**config.mk**
```make
export PLATFORM = sky130hd
export DESIGN_NAME = ctrl_pipe_hazard
export DESIGN_NICKNAME = d
export VERILOG_FILES = /design/src/rtl/ctrl_pipe_hazard.sv
export SDC_FILE = /design/constraint.sdc
export NUM_CORES = 1
export LEC_CHECK = 0
export CORE_UTILIZATION = 40
export CTS_BUF_LIST = sky130_fd_sc_hd__clkbuf_8
export CTS_CLUSTER_SIZE = 8
export DETAILED_ROUTE_END_ITERATION = 10
export PLACE_DENSITY = 0.71
export RECOVER_POWER = 50
export SETUP_SLACK_MARGIN = 0.1
export SKIP_CTS_REPAIR_TIMING = 1
export SYNTH_ARGS = -nofsm -noshare
export SYNTH_HDL_FRONTEND = slang
export SYNTH_SLANG_ARGS = --single-unit
export TNS_END_PERCENT = 10
```
**constraint.sdc**
```tcl
create_clock -name clk -period 2.55 [get_ports clk]
set_input_delay 0.51 -clock clk [delete_from_list [all_inputs] [get_ports clk]]
set_output_delay 0.51 -clock clk [all_outputs]
set_load 0.05 [all_outputs]
```
**src/rtl/ctrl_pipe_hazard.sv**
```systemverilog
// Control-side pipeline for ID/EX, EX/MEM and MEM/WB: carries decoded control
// bundles, detects load-use and taken-branch hazards, and selects EX operand forwarding.

module ctrl_fwd_sel #(
    parameter int REG_AW = 5
) (
    input  logic              i_mem_ok,
    input  logic [REG_AW-1:0] i_mem_rd,
    input  logic              i_wb_ok,
    input  logic [REG_AW-1:0] i_wb_rd,
    input  logic [REG_AW-1:0] i_rs,
    output logic [1:0]        o_sel
);
    // i_*_ok already excludes x0 writers, so a zero index can never be forwarded.
    always_comb begin
        o_sel = 2'b00;
        if (i_mem_ok && (i_mem_rd == i_rs))
            o_sel = 2'b01;
        else if (i_wb_ok && (i_wb_rd == i_rs))
            o_sel = 2'b10;
    end
endmodule

module ctrl_pipe_hazard #(
    parameter int REG_AW = 5,
    parameter int CNT_W  = 16
) (
    input  logic              clk,
    input  logic              rst,
    input  logic              hold,
    input  logic              id_valid,
    input  logic [REG_AW-1:0] id_rs1,
    input  logic [REG_AW-1:0] id_rs2,
    input  logic [REG_AW-1:0] id_rd,
    input  logic              id_uses_rs1,
    input  logic              id_uses_rs2,
    input  logic [3:0]        id_ALUOp,
    input  logic [4:0]        id_BrOp,
    input  logic [2:0]        id_DMCtrl,
    input  logic [1:0]        id_RUDataWrSrc,
    input  logic              id_RuWr,
    input  logic              id_DMWr,
    input  logic              id_AluASrc,
    input  logic              id_AluBSrc,
    input  logic              ex_branch_taken,
    output logic [3:0]        ex_ALUOp,
    output logic [4:0]        ex_BrOp,
    output logic              ex_AluASrc,
    output logic              ex_AluBSrc,
    output logic              mem_DMWr,
    output logic [2:0]        mem_DMCtrl,
    output logic [1:0]        mem_RUDataWrSrc,
    output logic              wb_RuWr,
    output logic [REG_AW-1:0] wb_rd,
    output logic [1:0]        wb_RUDataWrSrc,
    output logic [1:0]        fwd_a,
    output logic [1:0]        fwd_b,
    output logic              stall,
    output logic              flush,
    output logic [CNT_W-1:0]  stall_count,
    output logic [CNT_W-1:0]  flush_count
);
    localparam logic [1:0]       SRC_MEM = 2'b01;
    localparam logic [CNT_W-1:0] CNT_ONE = {{(CNT_W-1){1'b0}}, 1'b1};
    localparam logic [CNT_W-1:0] CNT_MAX = '1;

    typedef struct packed {
        logic [3:0]        alu_op;
        logic [4:0]        br_op;
        logic [2:0]        dm_ctrl;
        logic [1:0]        wr_src;
        logic              ru_wr;
        logic              dm_wr;
        logic              alu_a_src;
        logic              alu_b_src;
        logic [REG_AW-1:0] rd;
        logic [REG_AW-1:0] rs1;
        logic [REG_AW-1:0] rs2;
    } ex_ctrl_t;

    typedef struct packed {
        logic [2:0]        dm_ctrl;
        logic [1:0]        wr_src;
        logic              ru_wr;
        logic              dm_wr;
        logic [REG_AW-1:0] rd;
    } mem_ctrl_t;

    typedef struct packed {
        logic [1:0]        wr_src;
        logic              ru_wr;
        logic [REG_AW-1:0] rd;
    } wb_ctrl_t;

    // Valid shift register: [1]=EX, [2]=MEM, [3]=WB.
    logic [3:1]      r_vld_pipe;
    ex_ctrl_t        r_ex;
    mem_ctrl_t       r_mem;
    wb_ctrl_t        r_wb;
    logic [CNT_W-1:0] r_stall_cnt;
    logic [CNT_W-1:0] r_flush_cnt;

    ex_ctrl_t        w_id_bundle;
    ex_ctrl_t        w_ex_next;
    logic            w_ex_next_vld;
    logic            w_ex_is_load;
    logic            w_rs_hit;
    logic            w_stall;
    logic            w_flush;
    logic            w_mem_fwd_ok;
    logic            w_wb_fwd_ok;
    logic [1:0][REG_AW-1:0] w_ex_rs;
    logic [1:0][1:0]        w_fwd;

    always_comb begin
        w_id_bundle           = '0;
        w_id_bundle.alu_op    = id_ALUOp;
        w_id_bundle.br_op     = id_BrOp;
        w_id_bundle.dm_ctrl   = id_DMCtrl;
        w_id_bundle.wr_src    = id_RUDataWrSrc;
        w_id_bundle.ru_wr     = id_RuWr;
        w_id_bundle.dm_wr     = id_DMWr;
        w_id_bundle.alu_a_src = id_AluASrc;
        w_id_bundle.alu_b_src = id_AluBSrc;
        w_id_bundle.rd        = id_rd;
        // Unused sources are zeroed so they can never trigger forwarding.
        w_id_bundle.rs1       = id_uses_rs1 ? id_rs1 : '0;
        w_id_bundle.rs2       = id_uses_rs2 ? id_rs2 : '0;
    end

    assign w_ex_is_load = r_vld_pipe[1] && r_ex.ru_wr && (r_ex.wr_src == SRC_MEM)
                          && (r_ex.rd != '0);
    assign w_rs_hit     = (id_uses_rs1 && (id_rs1 == r_ex.rd))
                       || (id_uses_rs2 && (id_rs2 == r_ex.rd));
    assign w_flush      = r_vld_pipe[1] && ex_branch_taken && !hold;
    assign w_stall      = id_valid && w_ex_is_load && w_rs_hit && !w_flush && !hold;

    assign w_ex_next     = (w_stall || w_flush) ? '0 : w_id_bundle;
    assign w_ex_next_vld = id_valid && !w_stall && !w_flush;

    always_ff @(posedge clk) begin
        if (rst) begin
            r_vld_pipe  <= '0;
            r_ex        <= '0;
            r_mem       <= '0;
            r_wb        <= '0;
            r_stall_cnt <= '0;
            r_flush_cnt <= '0;
        end else if (!hold) begin
            r_vld_pipe     <= {r_vld_pipe[2:1], w_ex_next_vld};
            r_ex           <= w_ex_next;
            r_mem.dm_ctrl  <= r_ex.dm_ctrl;
            r_mem.wr_src   <= r_ex.wr_src;
            r_mem.ru_wr    <= r_ex.ru_wr;
            r_mem.dm_wr    <= r_ex.dm_wr;
            r_mem.rd       <= r_ex.rd;
            r_wb.wr_src    <= r_mem.wr_src;
            r_wb.ru_wr     <= r_mem.ru_wr;
            r_wb.rd        <= r_mem.rd;
            if (w_stall && (r_stall_cnt != CNT_MAX))
                r_stall_cnt <= r_stall_cnt + CNT_ONE;
            if (w_flush && (r_flush_cnt != CNT_MAX))
                r_flush_cnt <= r_flush_cnt + CNT_ONE;
        end
    end

    assign w_mem_fwd_ok = r_vld_pipe[2] && r_mem.ru_wr && (r_mem.rd != '0);
    assign w_wb_fwd_ok  = r_vld_pipe[3] && r_wb.ru_wr && (r_wb.rd != '0);
    assign w_ex_rs      = {r_ex.rs2, r_ex.rs1};

    for (genvar g = 0; g < 2; g++) begin : g_fwd
        ctrl_fwd_sel #(.REG_AW(REG_AW)) u_sel (
            .i_mem_ok (w_mem_fwd_ok),
            .i_mem_rd (r_mem.rd),
            .i_wb_ok  (w_wb_fwd_ok),
            .i_wb_rd  (r_wb.rd),
            .i_rs     (w_ex_rs[g]),
            .o_sel    (w_fwd[g])
        );
    end

    assign fwd_a           = w_fwd[0];
    assign fwd_b           = w_fwd[1];
    assign ex_ALUOp        = r_ex.alu_op;
    assign ex_BrOp         = r_ex.br_op;
    assign ex_AluASrc      = r_ex.alu_a_src;
    assign ex_AluBSrc      = r_ex.alu_b_src;
    assign mem_DMWr        = r_mem.dm_wr;
    assign mem_DMCtrl      = r_mem.dm_ctrl;
    assign mem_RUDataWrSrc = r_mem.wr_src;
    assign wb_RuWr         = r_vld_pipe[3] && r_wb.ru_wr;
    assign wb_rd           = r_wb.rd;
    assign wb_RUDataWrSrc  = r_wb.wr_src;
    assign stall           = w_stall;
    assign flush           = w_flush;
    assign stall_count     = r_stall_cnt;
    assign flush_count     = r_flush_cnt;
endmodule

```
==> impl_metrics.tcl, run 1 <==
set metrics [dict create \
    slowest_delay_ps 500 \
    clock_skew_ps 11.2 \
    nets 562 \
    setup_viol 2 \
    violations "negative setup slack" \
    fp-row-count 36 \
    netlist_area_sq_um 4090 \
    antenna_found_initial 0 \
    grt_pass1_vias 3335 \
    worstMarginPinSlew_ps 790 \
    cts.sink_count 88 \
    synthCells 426 \
    status "complete, but fails checks" \
    ys_top_cells_by_count "dfxtp_1 (88), nor2_1 (44), xnor2_1 (27)" \
    grt-ovfl-total 0 \
    drv_cap 0 \
    hp-class "reg -> reg" \
    die_h_um 103 \
    clkTransAtPathRegs_ps 100 \
    synth_nets 468 \
    critPathRequiredTime_ps 2040 \
    die_area_sq_um 10600 \
    dr_total_vias 3541 \
    synth_simple_gate_area_share_pct 20.1 \
    wl_mm 10.1 \
    path_cells "or4_1 -> o211ai_1 -> buf_4 -> buf_6 -> nor4_2 -> nor3_2 -> clkbuf_16" \
    synthArstFlopShare_pct 0 \
    dp_slack_ps -47.1 \
    clock-root-buffer "clkbuf_8" \
    fin_crit_ps 2590 \
    slew_violations 0 \
    yosys-mux-area-fraction_pct 7.03 \
    synth_top_cell_by_area "dfxtp_1" \
    final_util_pct 56.7 \
    dr.pass1.iters 4 \
    synthAdderAreaFrac_pct 0.612 \
    detail-route-antenna-nets 0 \
    critPathCaptureType "primary output" \
    synth.area.top_cells "dfxtp_1 (43%), xnor2_1 (5.8%), mux2i_1 (5.4%)" \
    yosys_most_used_dff "dfxtp_1" \
    first_iter_violations 104 \
    synth_top_family_by_area "simple AND/OR/NAND/NOR gates" \
    ys_seq_elements 88 \
    cts_buffer_depth 2 \
    io_buffers 102 \
    grt_pass1_wl_mm 15.9 \
    clkLatencyLatePin_ps 350 \
    core_sq_um 9860 \
    crit_buf_inv 3 \
    detail_route.vias_per_cell 5.38 \
    die_w_um 103 \
    initial_core_util_pct 41.5 \
    powerDensity_nw_per_um2 553 \
    antenna_cells 0 \
    finalHoldViolCount 0 \
    hpwl_mm 7.31 \
    htreeDepth 3 \
    start_kind "flop" \
    avgRoutedWirePerCell_um 15.3 \
    ys_seq_area_share_pct 43.1 \
    drc_errors 0 \
    drive_gt1_share_pct 13.1 \
    synth_cell_types 46 \
    fin_ws_ps -42.9 \
    synthToLayoutAreaGrowth_pct 36.6 \
    worst_path_max_delay_cell "or4_1" \
    netlist.area_leader.share_pct 43.1 \
    fmax_mhz 386 \
    p_leak_nw 2.17 \
    synth_edf_count 0 \
    grt_max_degree 53 \
    synth-xor-area-share_pct 8.35 \
    yosysMostFrequentCell "dfxtp_1" \
    rsz0062_at_grt "true" \
    tritoncts "built" \
    setup.worst_path.class "reg -> out" \
    cts_buffers 9 \
    yosysWarnings 0 \
    syn_area_per_cell_sq_um 9.60 \
    worst-path-max-fanout 2 \
    vdd_ir_drop_max_uv 332 \
    path_delay_family "simple AND/OR/NAND/NOR gates" \
    cp.arrival_ps 2080 \
    grtUsageTotal_pct 19.4 \
    gp_congestion 0.820 \
    io_pins 103 \
    post-route-period-util_pct 102 \
    synth_compound_area_share_pct 14.0 \
    slew_headroom_pct 47.3 \
]
==> worst register-to-register path, delay by kind of cell (launching register included) <==
| family | cells | cell delay, ps |
|---|---|---|
| AND/OR/NAND/NOR | 3 | 840 |
| flip-flops | 1 | 400 |
| AO/OA/AOI/OAI | 2 | 560 |
| buffers and inverters | 1 | 450 |
==> cell type report <==
class,instances,area [sq um]
Inverter,3,11.3
Multi-Input combinational cell,292,2100
Tap cell,133,166
Clock buffer,9,124
Fill cell,868,4270
Sequential cell,88,1780
Clock inverter,7,149
Timing Repair Buffer,126,1260
==> worst paths after layout <==
check	from	endpoint	slack (ps)	cells after the start
min	ex_BrOp[0]$_SDFFE_PP0N_	ex_BrOp[0]$_SDFFE_PP0N_	480	1
max reg2reg	r_ex[14]$_SDFFE_PP0N_	r_ex[2]$_SDFFE_PP0N_	240	6
min reg2reg	ex_BrOp[0]$_SDFFE_PP0N_	ex_BrOp[0]$_SDFFE_PP0N_	480	1
max	r_mem[1]$_SDFFE_PP0N_	fwd_a[1]	-40	7
==> where the power goes <==
part	leakage (nW)	switching, mW	internal [mW]
sequential	0.720	0.0381	1.41
clock	0.136	0.532	0.764
combinational	1.32	0.185	0.163
==> metrics by stage <==
step / power [mW] / area, sq um / setup TNS, ps / hold WS (ps) / std cells
after CTS: 3.12 / 5570 / -250 / 486 / 656
after global routing: 3.20 / 5590 / -186 / 503 / 658
final: 3.09 / 5590 / -45.5 / 477 / 658
after global placement: 1.83 / 5290 / -61.9 / 455 / 640
after detailed placement: 1.84 / 5290 / -47.1 / 456 / 640
after floorplan: 1.70 / 4130 / -19.9 / 434 / 426
==> placed cells by master (no fill, tap or decap), types with 3 or more instances in the layout <==
cell / Yosys / final
a211oi_1: 3 / 3
a21oi_1: 16 / 16
a22o_1: 24 / 24
a32o_1: 10 / 10
and3_1: 10 / 10
and4_1: 4 / 4
buf_12: 0 / 6
buf_4: 22 / 17
bufinv_16: 0 / 4
clkbuf_1: 14 / 3
clkbuf_8: 0 / 9
clkdlybuf4s50_1: 0 / 66
dfxtp_1: 88 / 81
dfxtp_2: 0 / 4
dfxtp_4: 0 / 3
dlygate4sd3_1: 0 / 29
inv_1: 2 / 3
mux2_1: 3 / 3
mux2_2: 3 / 3
mux2i_1: 22 / 22
nand2_1: 11 / 11
nand3_1: 10 / 10
nand4_1: 16 / 16
nor2_1: 44 / 43
nor2b_1: 8 / 7
nor3_1: 9 / 8
nor4_1: 7 / 4
nor4b_1: 4 / 4
o21ai_0: 13 / 12
or3_1: 11 / 11
or4_1: 4 / 3
xnor2_1: 27 / 27
xor2_1: 12 / 12
==> sequential cells by signal (all words and copies together) (netlist names), 2 cells and up <==
register / cells
r_mem: 6
r_vld_pipe: 3
wb_rd: 5
mem_RUDataWrSrc: 2
flush_count: 16
ex_ALUOp: 4
wb_RUDataWrSrc: 2
r_ex: 22
mem_DMCtrl: 3
ex_BrOp: 5
stall_count: 16
==> logic make-up after synthesis <==
| group | Yosys count |
|---|---|
| buffers and inverters | 46 |
| flip-flops | 88 |
| AO/OA/AOI/OAI | 74 |
| multiplexers | 28 |
| AND/OR/NAND/NOR | 149 |
| adder cells (fa/ha/maj) | 2 |
| XOR/XNOR | 39 |
==> routing by layer <==
| metal | vias to the layer above | part of all wire, % | GRT usage (%) |
|---|---|---|---|
| met5 | - | 0 | 0 |
| met4 | 0 | 1.2 | 7.04 |
| met3 | 8 | 4.6 | 4.20 |
| met2 | 77 | 48 | 31.7 |
| met1 | 1727 | 46 | 25.1 |
| li1 | 1729 | - | - |
Note: power is estimated with default switching activity, not from simulation.
==> inputs of run 2 (changes only) <==
CTS_BUF_LIST = sky130_fd_sc_hd__clkbuf_4   (was sky130_fd_sc_hd__clkbuf_8)
==> run 2 against run 1 <==
Net effect: the run still ends with negative setup slack left; design area is 1.2% lower; die area stayed put; maximum frequency is 2.6% lower; largest power group unchanged; first-iteration DRC count is 9.6% higher; critical endpoint unchanged; worst hold slack worse by 38 ps.
==> impl_metrics.tcl, run 2 (synthesis gave the netlist of run 1 again) <==
set metrics [dict create \
    fin_crit_ps 2660 \
    hpwl_mm 7.31 \
    slowest_delay_ps 520 \
    initial_core_util_pct 41.5 \
    start_kind "flop" \
    path_delay_family "simple AND/OR/NAND/NOR gates" \
    die_w_um 103 \
    synthToLayoutAreaGrowth_pct 35.0 \
    htreeDepth 3 \
    dr_total_vias 3517 \
    powerDensity_nw_per_um2 527 \
    clock_skew_ps 20.0 \
    path_cells "or4_1 -> o211ai_1 -> buf_4 -> buf_6 -> nor4_2 -> nor3_2 -> clkbuf_16" \
    hp-class "in -> reg" \
    largest_reg_flops 22 \
    worstMarginPinSlew_ps 764 \
    fp-row-count 36 \
    setup_viol 2 \
    die_h_um 103 \
    rsz0062_at_grt "true" \
    top_register "r_ex" \
    detail_route.vias_per_cell 5.34 \
    r2r_slack_ps 180 \
    setup.worst_path.class "reg -> out" \
    first_iter_violations 114 \
    grt_max_degree 53 \
    slew_headroom_pct 49.1 \
    dr.pass1.iters 4 \
    cts_buffer_depth 2 \
    die_area_sq_um 10600 \
    post-route-period-util_pct 104 \
    clkTransAtPathRegs_ps 140 \
    antenna_cells 0 \
    drc_errors 0 \
    total_power_mw 2.91 \
    antenna_found_initial 0 \
    avgRoutedWirePerCell_um 15.1 \
    critPathRequiredTime_ps 2040 \
    gp_congestion 0.820 \
    io_pins 103 \
    cts_buffers 9 \
    violations "negative setup slack" \
    core_sq_um 9860 \
    vdd_ir_drop_max_uv 334 \
    mostFrequentLayoutCells "clkdlybuf4s50_1 (90), dfxtp_1 (81), nor2_1 (43)" \
    critPathCaptureType "primary output" \
    detail-route-antenna-nets 0 \
    cp.arrival_ps 2150 \
    fmax_mhz 376 \
    finalHoldViolCount 0 \
    grt_pass1_wl_mm 15.9 \
    cts.sink_count 88 \
    nets 562 \
    setup_tns_ps -221 \
    drive_gt1_share_pct 12.8 \
    fin_ws_ps -112 \
    slew_violations 0 \
    status "complete, but fails checks" \
    drv_cap 0 \
    clock-root-buffer "clkbuf_4" \
    clkLatencyLatePin_ps 420 \
    io_buffers 102 \
    grt_pass1_vias 3329 \
    worst-path-max-fanout 2 \
    tritoncts "built" \
    worst_path_max_delay_cell "or4_1" \
    final_common_cell "clkdlybuf4s50_1" \
    p_leak_nw 2.07 \
    grt-ovfl-total 0 \
    grtUsageTotal_pct 19.1 \
    crit_buf_inv 3 \
    wl_mm 9.97 \
]
run 2: cell types whose count changed in the layout (fill, tap and decap cells not counted):
cell,delta
o22a_1,+1
dfxtp_4,+1
clkbuf_4,+9
dlygate4sd3_1,-24
dfxtp_2,-1
o22a_4,-1
clkdlybuf4s50_1,+24
a2111oi_0,+1
clkbuf_8,-9
a2111oi_2,-1
run 2: stage by stage:
step / setup slack (ps) / hold slack, ps / cells / area [sq um] / utilization (%)
floorplan: -19.9 / 434 / 426 / 4130 / -
global placement: -61.9 / 455 / 640 / 5290 / 53.7
detailed placement: -47.1 / 456 / 640 / 5290 / 53.7
CTS: -240 / 432 / 656 / 5510 / 55.8
global route: -231 / 418 / 658 / 5520 / 56.0
finish: -112 / 439 / 658 / 5520 / 56.0
run 2: metal layers:
layer / track usage [%] / wire length (um)
met1: 25.3 / 4540
met2: 31.6 / 4870
met3: 3.86 / 472
met4: 5.63 / 84
met5: 0 / 0
run 2: report_power, final:
part	leakage (nW)	switching (mW)	internal [mW]	total (mW)
combinational	1.24	0.182	0.166	0.348
sequential	0.720	0.0382	1.41	1.45
clock	0.113	0.506	0.609	1.11
total	2.07	0.726	2.19	2.91
run 2: final cells by class:
type                    instances  area (sq um)
clock buffers                   9          67.6
repair buffers                126          1260
well taps                     133           166
flip-flops and latches         88          1780
clock inverters                 7           149
multi-input cells             292          2080
inverters                       3          11.3
fillers                       887          4340
run 2: worst paths after layout:
kind	startpoint	to	cells past startpoint
setup / recovery	r_mem[0]$_SDFFE_PP0N_	fwd_a[1]	7
hold reg to reg	ex_BrOp[0]$_SDFFE_PP0N_	ex_BrOp[0]$_SDFFE_PP0N_	1
setup reg to reg	r_ex[14]$_SDFFE_PP0N_	r_ex[2]$_SDFFE_PP0N_	6
hold / removal	rst	mem_DMCtrl[2]$_SDFFE_PP0N_	2
==> inputs of run 3 (changes only) <==
CAP_MARGIN = 20   (was default)
CELL_PAD_IN_SITES_DETAIL_PLACEMENT = 2   (was default)
CELL_PAD_IN_SITES_GLOBAL_PLACEMENT = 2   (was default)
CORE_UTILIZATION = 31   (was 40)
PLACE_DENSITY = 0.87   (was 0.71)
==> run 3 against run 2 <==
Net effect: the run still ends with negative setup slack left; clock power is 19% lower; highest routed layer unchanged; via count is 4.5% higher; largest cell class unchanged; critical path depth stayed put; non-clock buffer count is 9 higher.
==> impl_metrics.tcl, run 3 (synthesis gave the netlist of run 1 again) <==
set metrics [dict create \
    finalHoldViolCount 0 \
    grt_pass1_vias 4126 \
    rsz0062_at_grt "true" \
    vdd_ir_drop_max_uv 353 \
    grt_pass1_wl_mm 21.5 \
    slew_headroom_pct 47.2 \
    gp_congestion 0.849 \
    io_buffers 102 \
    use_met2_pct 38.4 \
    setup.worst_path.class "reg -> out" \
    fp-row-count 41 \
    slew_violations 0 \
    core_sq_um 12700 \
    fin_ws_ps -189 \
    clock_skew_ps 9.67 \
    fillers 1410 \
    io_pins 103 \
    clkLatencyLatePin_ps 470 \
    fmax_mhz 365 \
    critPathCaptureType "primary output" \
    start_kind "flop" \
    synthToLayoutAreaGrowth_pct 35.6 \
    cp.arrival_ps 2230 \
    drc_errors 0 \
    tritoncts "built" \
    whs_ps 493 \
    largest_reg_flops 22 \
    worst-path-max-fanout 2 \
    hpwl_mm 10.1 \
    setup_viol 4 \
    hp-class "in -> reg" \
    fin_crit_ps 2740 \
    drive_gt1_share_pct 15.2 \
    dp_slack_ps -84.8 \
    critPathRequiredTime_ps 2040 \
    dr_total_vias 3677 \
    die_area_sq_um 13700 \
    cts.sink_count 88 \
    die_h_um 117 \
    mostFrequentLayoutCells "clkdlybuf4s50_1 (93), dfxtp_1 (75), nor2_1 (43)" \
    die_w_um 117 \
    final_common_cell "clkdlybuf4s50_1" \
    grtUsageTotal_pct 20.7 \
    wl_mm 13.6 \
    powerDensity_nw_per_um2 490 \
    detail-route-antenna-nets 0 \
    clock-root-buffer "clkbuf_4" \
    use_met3_pct 5.41 \
    avgRoutedWirePerCell_um 19.2 \
    top_register "r_ex" \
    grt-ovfl-total 0 \
    cts_buffer_depth 2 \
    htreeDepth 3 \
    detail_route.vias_per_cell 5.20 \
    violations "negative setup slack" \
    grt_max_degree 27 \
    busiest_layer "met2" \
    drv_cap 0 \
    post-route-period-util_pct 107 \
    setup_tns_ps -488 \
    dr.pass1.iters 4 \
    initial_core_util_pct 32.2 \
    p_leak_nw 2.06 \
    met1_usage_pct 23.3 \
    antenna_found_initial 1 \
    first_iter_violations 132 \
    nets 571 \
    clkTransAtPathRegs_ps 140 \
    status "complete, but fails checks" \
    worstMarginPinSlew_ps 784 \
    cts_buffers 9 \
]
[run 3: area by class of cell]
type | instances | area, sq um | share of cell area (%)
clock buffer | 10 | 75.1 | 1.35
tap | 172 | 215 | 3.88
timing repair buffer | 135 | 1280 | 23.1
antenna | 1 | 2.50 | 0.0451
multi-input combinational | 292 | 2090 | 37.7
inverter | 3 | 11.3 | 0.203
clock inverter | 6 | 83.8 | 1.51
sequential | 88 | 1790 | 32.2
[run 3: critical path: stages, from the launching register on]
cell	delay [ps]
dfxtp_1	360
or4_4	540
o211ai_1	190
buf_4	160
buf_4	110
nor4_2	50
nor3_2	180
buf_12	170
[run 3: per-layer routing]
metal	share of wire, %	wire length, um
met5	0	0
met4	1.3	176
met3	4.2	568
met2	53	7200
met1	42	5660
[run 3: stage by stage]
step                instances  instance area (sq um)  util, %  power, mW
floorplan                 426                   4130        -       1.70
global placement          685                   5340     41.9       1.83
detailed placement        685                   5340     41.9       1.85
CTS                       701                   5500     43.2       2.76
global route              707                   5550     43.6       2.84
finish                    707                   5550     43.6       2.72
[run 3: power by group]
group | internal, mW | total [mW] | switching [mW]
clock | 0.404 | 0.895 | 0.492
sequential | 1.41 | 1.46 | 0.0449
combinational | 0.172 | 0.368 | 0.196
[run 3: path summary, 6_finish.rpt]
path	startpoint	endpoint	slack, ps	depth (start not counted)
worst max-delay path	r_mem[1]$_SDFFE_PP0N_	fwd_a[1]	-190	7
worst min-delay path	rst	flush_count[0]$_SDFFE_PP0P_	490	2
worst max register to register	stall_count[0]$_SDFFE_PP0P_	stall_count[11]$_SDFFE_PP0P_	320	5
worst min register to register	r_ex[22]$_SDFFE_PP0N_	r_ex[22]$_SDFFE_PP0N_	500	1
